`config.mk`:
```
export PLATFORM = sky130hd
export DESIGN_NAME = tap_controller
export DESIGN_NICKNAME = d
export VERILOG_FILES = /design/src/rtl/tap_controller.sv
export SDC_FILE = /design/constraint.sdc
export NUM_CORES = 1
export LEC_CHECK = 0
export BUFFER_PORTS_ARGS = -buffer_cell sky130_fd_sc_hd__buf_4
export CAP_MARGIN = 5
export CORE_AREA = 5 5 42 44
export CTS_BUF_LIST = sky130_fd_sc_hd__clkbuf_16
export DETAILED_ROUTE_END_ITERATION = 12
export DIE_AREA = 0 0 47 49
export GPL_ROUTABILITY_DRIVEN = 1
export PLACE_DENSITY = 0.53
export SLEW_MARGIN = 20
export SYNTH_ARGS = -nofsm -noshare
export SYNTH_HDL_FRONTEND = slang
export SYNTH_SLANG_ARGS = --single-unit
export TNS_END_PERCENT = 20
```
`constraint.sdc`:
```
create_clock -name TCK -period 2.9 [get_ports TCK]
set_input_delay 0.435 -clock TCK [delete_from_list [all_inputs] [get_ports TCK]]
set_output_delay 0.435 -clock TCK [all_outputs]
set_load 0.005 [all_outputs]
```
`src/rtl/tap_controller.sv`:
```
`timescale 1ns/1ps
// tap_controller
//   IEEE 1149.1 TAP controller. A 16-state FSM clocked by TCK and steered by
//   TMS. It drives the control signals for the instruction register cells
//   (ShiftIR, ClockIR, UpdateIR, Reset) and the data register equivalents.
//   It also drives the TDO mux select and the TDO driver enable.
//
// Parameters
//   GATE_CLOCKS  1: ClockIR/ClockDR/UpdateIR/UpdateDR are gated clocks
//                0: the same four signals are plain level enables
//
// Ports
//   TCK       in   test clock (the only clock)
//   TRSTn     in   asynchronous, active-low reset
//   TMS       in   mode select, sampled on rising TCK
//   TapState  out  [3:0] current state code; also serves as the debug view of the FSM
//   Reset     out  active-high IR/DR reset, high while in Test-Logic-Reset
//   ShiftIR   out  IR cell shift select
//   ClockIR   out  IR capture/shift clock (or enable)
//   UpdateIR  out  IR update clock (or enable)
//   ShiftDR   out  DR shift select
//   ClockDR   out  DR capture/shift clock (or enable)
//   UpdateDR  out  DR update clock (or enable)
//   Select    out  TDO mux select: 1 = IR path, 0 = DR path
//   Enable    out  TDO driver enable
module tap_controller #(
  parameter bit GATE_CLOCKS = 1'b1
) (
  input  logic       TCK,
  input  logic       TRSTn,
  input  logic       TMS,
  output logic [3:0] TapState,
  output logic       Reset,
  output logic       ShiftIR,
  output logic       ClockIR,
  output logic       UpdateIR,
  output logic       ShiftDR,
  output logic       ClockDR,
  output logic       UpdateDR,
  output logic       Select,
  output logic       Enable
);

  // State codes are the standard 1149.1 encoding. Bit 3 is set for every
  // IR-side state and for TLR/RTI, so it doubles as the TDO mux select.
  localparam logic [3:0] ST_EX2DR = 4'h0;
  localparam logic [3:0] ST_EX1DR = 4'h1;
  localparam logic [3:0] ST_SHDR  = 4'h2;
  localparam logic [3:0] ST_PAUDR = 4'h3;
  localparam logic [3:0] ST_SELIR = 4'h4;
  localparam logic [3:0] ST_UPDDR = 4'h5;
  localparam logic [3:0] ST_CAPDR = 4'h6;
  localparam logic [3:0] ST_SELDR = 4'h7;
  localparam logic [3:0] ST_EX2IR = 4'h8;
  localparam logic [3:0] ST_EX1IR = 4'h9;
  localparam logic [3:0] ST_SHIR  = 4'hA;
  localparam logic [3:0] ST_PAUIR = 4'hB;
  localparam logic [3:0] ST_RTI   = 4'hC;
  localparam logic [3:0] ST_UPDIR = 4'hD;
  localparam logic [3:0] ST_CAPIR = 4'hE;
  localparam logic [3:0] ST_TLR   = 4'hF;

  logic [3:0] state;
  logic [3:0] next_state;

  // Registers updated on falling TCK. They change half a cycle after the state
  // register, so they are glitch-free while TCK is high.
  logic reset_q;
  logic shift_ir_q;
  logic shift_dr_q;
  logic enable_q;
  logic gate_ir_q;
  logic gate_dr_q;

  // State decodes
  logic in_tlr;
  logic in_shir;
  logic in_shdr;
  logic in_updir;
  logic in_upddr;
  logic in_capsh_ir;
  logic in_capsh_dr;

  assign in_tlr      = (state == ST_TLR);
  assign in_shir     = (state == ST_SHIR);
  assign in_shdr     = (state == ST_SHDR);
  assign in_updir    = (state == ST_UPDIR);
  assign in_upddr    = (state == ST_UPDDR);
  assign in_capsh_ir = (state == ST_CAPIR) || (state == ST_SHIR);
  assign in_capsh_dr = (state == ST_CAPDR) || (state == ST_SHDR);

  // Next-state logic. All 16 codes are in use. The default arm only guards
  // against X or corruption and returns the FSM to TLR.
  always_comb begin
    next_state = ST_TLR;
    case (state)
      ST_TLR:   next_state = TMS ? ST_TLR   : ST_RTI;
      ST_RTI:   next_state = TMS ? ST_SELDR : ST_RTI;
      ST_SELDR: next_state = TMS ? ST_SELIR : ST_CAPDR;
      ST_SELIR: next_state = TMS ? ST_TLR   : ST_CAPIR;
      ST_CAPDR: next_state = TMS ? ST_EX1DR : ST_SHDR;
      ST_SHDR:  next_state = TMS ? ST_EX1DR : ST_SHDR;
      ST_EX1DR: next_state = TMS ? ST_UPDDR : ST_PAUDR;
      ST_PAUDR: next_state = TMS ? ST_EX2DR : ST_PAUDR;
      ST_EX2DR: next_state = TMS ? ST_UPDDR : ST_SHDR;
      ST_UPDDR: next_state = TMS ? ST_SELDR : ST_RTI;
      ST_CAPIR: next_state = TMS ? ST_EX1IR : ST_SHIR;
      ST_SHIR:  next_state = TMS ? ST_EX1IR : ST_SHIR;
      ST_EX1IR: next_state = TMS ? ST_UPDIR : ST_PAUIR;
      ST_PAUIR: next_state = TMS ? ST_EX2IR : ST_PAUIR;
      ST_EX2IR: next_state = TMS ? ST_UPDIR : ST_SHIR;
      ST_UPDIR: next_state = TMS ? ST_SELDR : ST_RTI;
      default:  next_state = ST_TLR;
    endcase
  end

  always_ff @(posedge TCK or negedge TRSTn) begin
    if (!TRSTn) begin
      state <= ST_TLR;
    end else begin
      state <= next_state;
    end
  end

  // The gate_* registers hold the clock gates for the capture/shift clocks.
  // They are loaded while TCK is low, so TCK | ~gate cannot glitch during the
  // high phase. The gated clock therefore rises with the TCK edge that leaves
  // Capture or Shift.
  always_ff @(negedge TCK or negedge TRSTn) begin
    if (!TRSTn) begin
      reset_q    <= 1'b1;
      shift_ir_q <= 1'b0;
      shift_dr_q <= 1'b0;
      enable_q   <= 1'b0;
      gate_ir_q  <= 1'b0;
      gate_dr_q  <= 1'b0;
    end else begin
      reset_q    <= in_tlr;
      shift_ir_q <= in_shir;
      shift_dr_q <= in_shdr;
      enable_q   <= in_shir || in_shdr;
      gate_ir_q  <= in_capsh_ir;
      gate_dr_q  <= in_capsh_dr;
    end
  end

  assign TapState = state;
  assign Reset    = reset_q;
  assign ShiftIR  = shift_ir_q;
  assign ShiftDR  = shift_dr_q;
  assign Enable   = enable_q;
  assign Select   = state[3];

  generate
    if (GATE_CLOCKS) begin : g_gated
      // Capture/shift clocks idle high. They pull low during the low phase
      // of TCK while gated in.
      assign ClockIR  = TCK | ~gate_ir_q;
      assign ClockDR  = TCK | ~gate_dr_q;
      // Update pulses fill the low half of the TCK cycle spent in Update.
      // Their rising edge is the falling TCK inside Update. TRSTn forces the
      // state to TLR, so a reset mid-shift cannot produce an update edge.
      assign UpdateIR = ~TCK & in_updir;
      assign UpdateDR = ~TCK & in_upddr;
    end else begin : g_level
      assign ClockIR  = in_capsh_ir;
      assign ClockDR  = in_capsh_dr;
      assign UpdateIR = in_updir;
      assign UpdateDR = in_upddr;
    end
  endgenerate

endmodule

```
* Word level (Yosys, flattened, before mapping)
Index checks and enable logic that the tools add are counted.
Operators by class: equal/unequal tests 15, multiplexer cells 13, bitwise gates (word level) 7, reductions and logical operators 7
Operators with widths (count):
- 4-bit one-hot mux with 12 select lines | 1
- 4-bit == test (second input constant) | 8
- 4-bit by 3-bit == test with 1-bit output (second input constant) | 4
- 2-bit two-way mux | 6
- 3-bit two-way mux | 4
- 4-bit by 2-bit == test with 1-bit output (second input constant) | 2
- 4-bit by 1-bit == test with 1-bit output (second input constant) | 1
- 4-bit logical NOT | 1
- 4-bit two-way mux | 1
- 2-bit OR reduction | 2
- 1-bit logical OR | 3
- 1-bit NOT | 3
- 3-bit OR reduction | 1
- 1-bit AND | 2
- 1-bit OR | 2
- 1-bit two-way mux | 1
Word-level totals: bits in registers 10, bits of input ports 3, output and inout port bits 13, logic and storage cells 49

* Logic depth before layout (Yosys ltp)
depth in word-level cells 3, mapped depth 3, depth with buffers taken out 3

==> results.md <==
- The number of pins exceeding their max-slew limit in the final report is 0.
- Yosys attributes the largest share of cell area to sky130_fd_sc_hd__dfstp_2 (30%), sky130_fd_sc_hd__dfrtn_1 (29%), sky130_fd_sc_hd__nand2_1 (6.1%).
- Once detailed placement completed, the half-perimeter wirelength came to 658 um.
- Setup violations remaining at the end of the flow were counted as 0.
- The number of synthesized register bits is 10.
- In this run the worst hold path is classified as input port to async pin.
- The region available for standard cell placement spans 0.00140 mm2.
- The final hold slack is 0.188 ns.
- The async set or reset register ratio after synthesis is between 90% and 100%.
- Setup repair after global routing left no endpoint under its margin.
- Sequential cells account for 33.9% of the total power.
- Per report_power, the clock group accounts for between 40% and 50% of the total.
- At the end of routability-driven placement, the weighted congestion stood at 0.789.
- The total vias in the final route is 396.
- The power density of the placed cells is roughly 1200 mW/mm2.
- The total number of placement rows is 14.
- 0 antenna diodes ended up in the layout.
- The number of buffers added on ports is 15.
- The synthesis-to-layout area growth is 65.3%.
- The cell depth of the worst flop-to-flop path is 2.
- The first-pass iteration count of the detailed router is 4.
- Max-cap violations in this run came to 0.
- The maximum clock skew at final layout is 0.120 ns.
- The finished layout cell area is 716 um2.
- The die extent in x is between 40 and 50 um.
- In this run the cell area measured after placement is 558 um2.
- The origin of the critical flop-to-flop path is TapState[0].
- The largest net degree at the start of global routing is 11.
- The post-route netlist has 45.5% of its cells at a drive strength greater than 1.
- The post-route total power is 0.871 mW.
- The top cell type by area accounts for between 30 and 40% of the synthesized area.
- The total overflow reported by the global router is 0.
- The run finished with clean final reports.
- The total routing usage reported by global routing is 13.4%.
- Net switching is 34.1% of the power.
- The number of primary I/O pins is 16.
- The total nets after synthesis is 45.
- The area of the mapped netlist is 433 um2.
- The internal reg-to-reg setup slack is 0.32 ns.
- The worst setup path is of the clock port to output pin kind.
- After detailed routing, the number of remaining DRC violations is 0.
- The first global-routing pass estimated 1900 um of wire.
- The most common flop cell mapped by yosys is sky130_fd_sc_hd__dfstp_2.
- After technology mapping, the gate count stands at between 40 and 50.
- After filler insertion, the fill cell instance count of the layout stands at 139.
- The critical path launch point type is a clock port.
- The total negative slack for setup checks is 0 ns.
- In this run, synthesis inferred 0 flip-flops with an integrated enable.
- Summed over all nets, the switching power comes to 0.297 mW.
- Dividing the synthesized area by the synthesized cell count gives 10.3 um2.
- Dividing the detail-routed via count by the number of cells gives slightly below 5.
- The capturing element type of the critical path is an output pin.
- The count of nets left with antenna violations once routing finished came out at 0.
- The normalized max-slew margin is 86.5%.
- In this run the vertical extent of the chip is approximately 49 um.
- The maximum fanout count along the critical path is 8.
- For the worst-skew pair, the clock arrives at the later sink with an insertion delay of 0.26 ns.
- Combinational cells account for 23.7% of the total power.
- The clock tree from TritonCTS is built.
- In this run the critical register-to-register path is captured at gate_dr_q.
- The hold violation count in the final report was 0.
- The actual slew at the worst max-slew pin is between 0.2 and 0.25 ns.
- The largest area contributor in the synthesized netlist is sky130_fd_sc_hd__dfstp_2.
- In this run, distinct cell masters in the synthesized netlist total 17.
- For the worst setup path, the data required time is about 2.5 ns.
- IR analysis of the VDD net gives a maximum drop of 0.525 mV.
- The static leakage is 0.368 nW.
- The clock slew at the register clock pins of the worst setup and hold paths is 0.04 ns.
- The initial core utilization is 30.9%.
- The floorplan step defined a die boundary enclosing 0.00230 mm2.
- The internal power of the cells totals between 0.5 and 0.6 mW.
- Yosys printed 0 warnings.
- Summing the sequential cell areas from Yosys gives 59.2% of the chip area.
- The via count of the first global-routing pass came to between 400 and 500.
- The number of hold buffers added after cts is 0.
- After the first detailed-routing iteration, the DRC count stood at 7.
- The number of antenna violations at the first check in global routing was 0.
- The total wire length after detailed routing is 1120 um.
- The number of nets at the end of the flow is 69.
- At the worst endpoint, the arrival time is 2.39 ns.
- In the final routed layout, each cell accounts on average for 13.6 um.
-- power by group through the flow --
stage | combinational [mW] | sequential (mW) | clock, mW
floorplan | 0.111 | 0.278 | 0.0290
detailed placement | 0.201 | 0.289 | 0.0482
global placement | 0.199 | 0.293 | 0.0482
CTS | 0.210 | 0.297 | 0.381
finish | 0.207 | 0.295 | 0.369
global route | 0.232 | 0.308 | 0.400
-- cell usage in the layout (no fill, tap or decap), types with 2 or more instances in the layout --
cell type	Yosys	layout
sky130_fd_sc_hd__buf_4	1	15
sky130_fd_sc_hd__nand2_1	7	7
sky130_fd_sc_hd__o21ai_0	3	3
sky130_fd_sc_hd__dfrtn_1	5	5
sky130_fd_sc_hd__clkbuf_16	0	5
sky130_fd_sc_hd__inv_1	4	7
sky130_fd_sc_hd__nor3_1	3	2
sky130_fd_sc_hd__dfstp_2	5	5
sky130_fd_sc_hd__nor2_1	5	5
-- metrics by stage --
| step | util, % | worst slack [ns] | cells |
|---|---|---|---|
| after detailed placement | 39.8 | 0.425 | 72 |
| after floorplan | - | 0.514 | 42 |
| after global routing | 51.1 | 0.0350 | 82 |
| final | 51.1 | 0.0715 | 82 |
| after CTS | 51.1 | 0.0647 | 82 |
| after global placement | 39.8 | 0.427 | 72 |
-- synth_stat cells (3+ instances only) --
master,count
sky130_fd_sc_hd__nand2_1,7
sky130_fd_sc_hd__dfrtn_1,5
sky130_fd_sc_hd__dfstp_2,5
sky130_fd_sc_hd__nor2_1,5
sky130_fd_sc_hd__inv_1,4
sky130_fd_sc_hd__nor3_1,3
sky130_fd_sc_hd__o21ai_0,3
-- timing repair --
| item | CTS | global route |
|---|---|---|
| hold endpoints to repair | 0 | 0 |
| resized for setup | 4 | 0 |
| setup endpoints to repair | 2 | 0 |
| setup buffers | 0 | 0 |
-- worst max-delay path, cell delays in order --
cell	delay (ns)
sky130_fd_sc_hd__clkbuf_16	0.14
sky130_fd_sc_hd__inv_4	0.04
sky130_fd_sc_hd__nand3b_1	0.13
sky130_fd_sc_hd__clkbuf_16	0.18
sky130_fd_sc_hd__clkbuf_16	0.14
sky130_fd_sc_hd__nor3_4	0.18
sky130_fd_sc_hd__buf_4	0.13
-- routing by layer --
metal	up-vias	GRT usage, %	routed length, um
li1	188	-	-
met1	181	14.9	438
met2	19	17.2	565
met3	8	5.17	52
met4	0	14.7	62
met5	-	0	0
-- final cells by class --
cell class                 instances  area, um2  area share, %
sequential                        10        256           35.8
clock buffer                       9        155           21.7
timing repair buffer              11       82.6           11.5
multi-input combinational         26        156           21.9
tap                               16       20.0           2.80
clock inverter                     6       25.0           3.50
inverter                           4       20.0           2.80
-- cells by family (layout without fill, tap and decap cells) --
group                  Yosys count  in the layout  share of synthesized area [%]
AOI/OAI and AO/OA                8              8                           12.7
buffers and inverters            6             30                           7.23
DFF                             10             10                           59.2
and+or+nand+nor                 18             18                           20.8
-- state kept, by name, indices dropped and copies added, names as in the netlist --
name       cells
Reset          1
ShiftIR        1
gate_dr_q      1
Enable         1
TapState       4
ShiftDR        1
gate_ir_q      1
-- worst max-delay path by stage --
| stage | startpoint | end | slack, ns | cells past startpoint |
|---|---|---|---|---|
| floorplan | Reset | Reset | 0.51 | 0 |
| global placement | Reset | Reset | 0.43 | 1 |
| detailed placement | Reset | Reset | 0.43 | 1 |
| CTS | TCK | UpdateDR | 0.06 | 7 |
| global route | TCK | UpdateDR | 0.04 | 7 |
| finish | TCK | UpdateDR | 0.07 | 7 |
No activity file was read; power rests on OpenSTA's default activity.
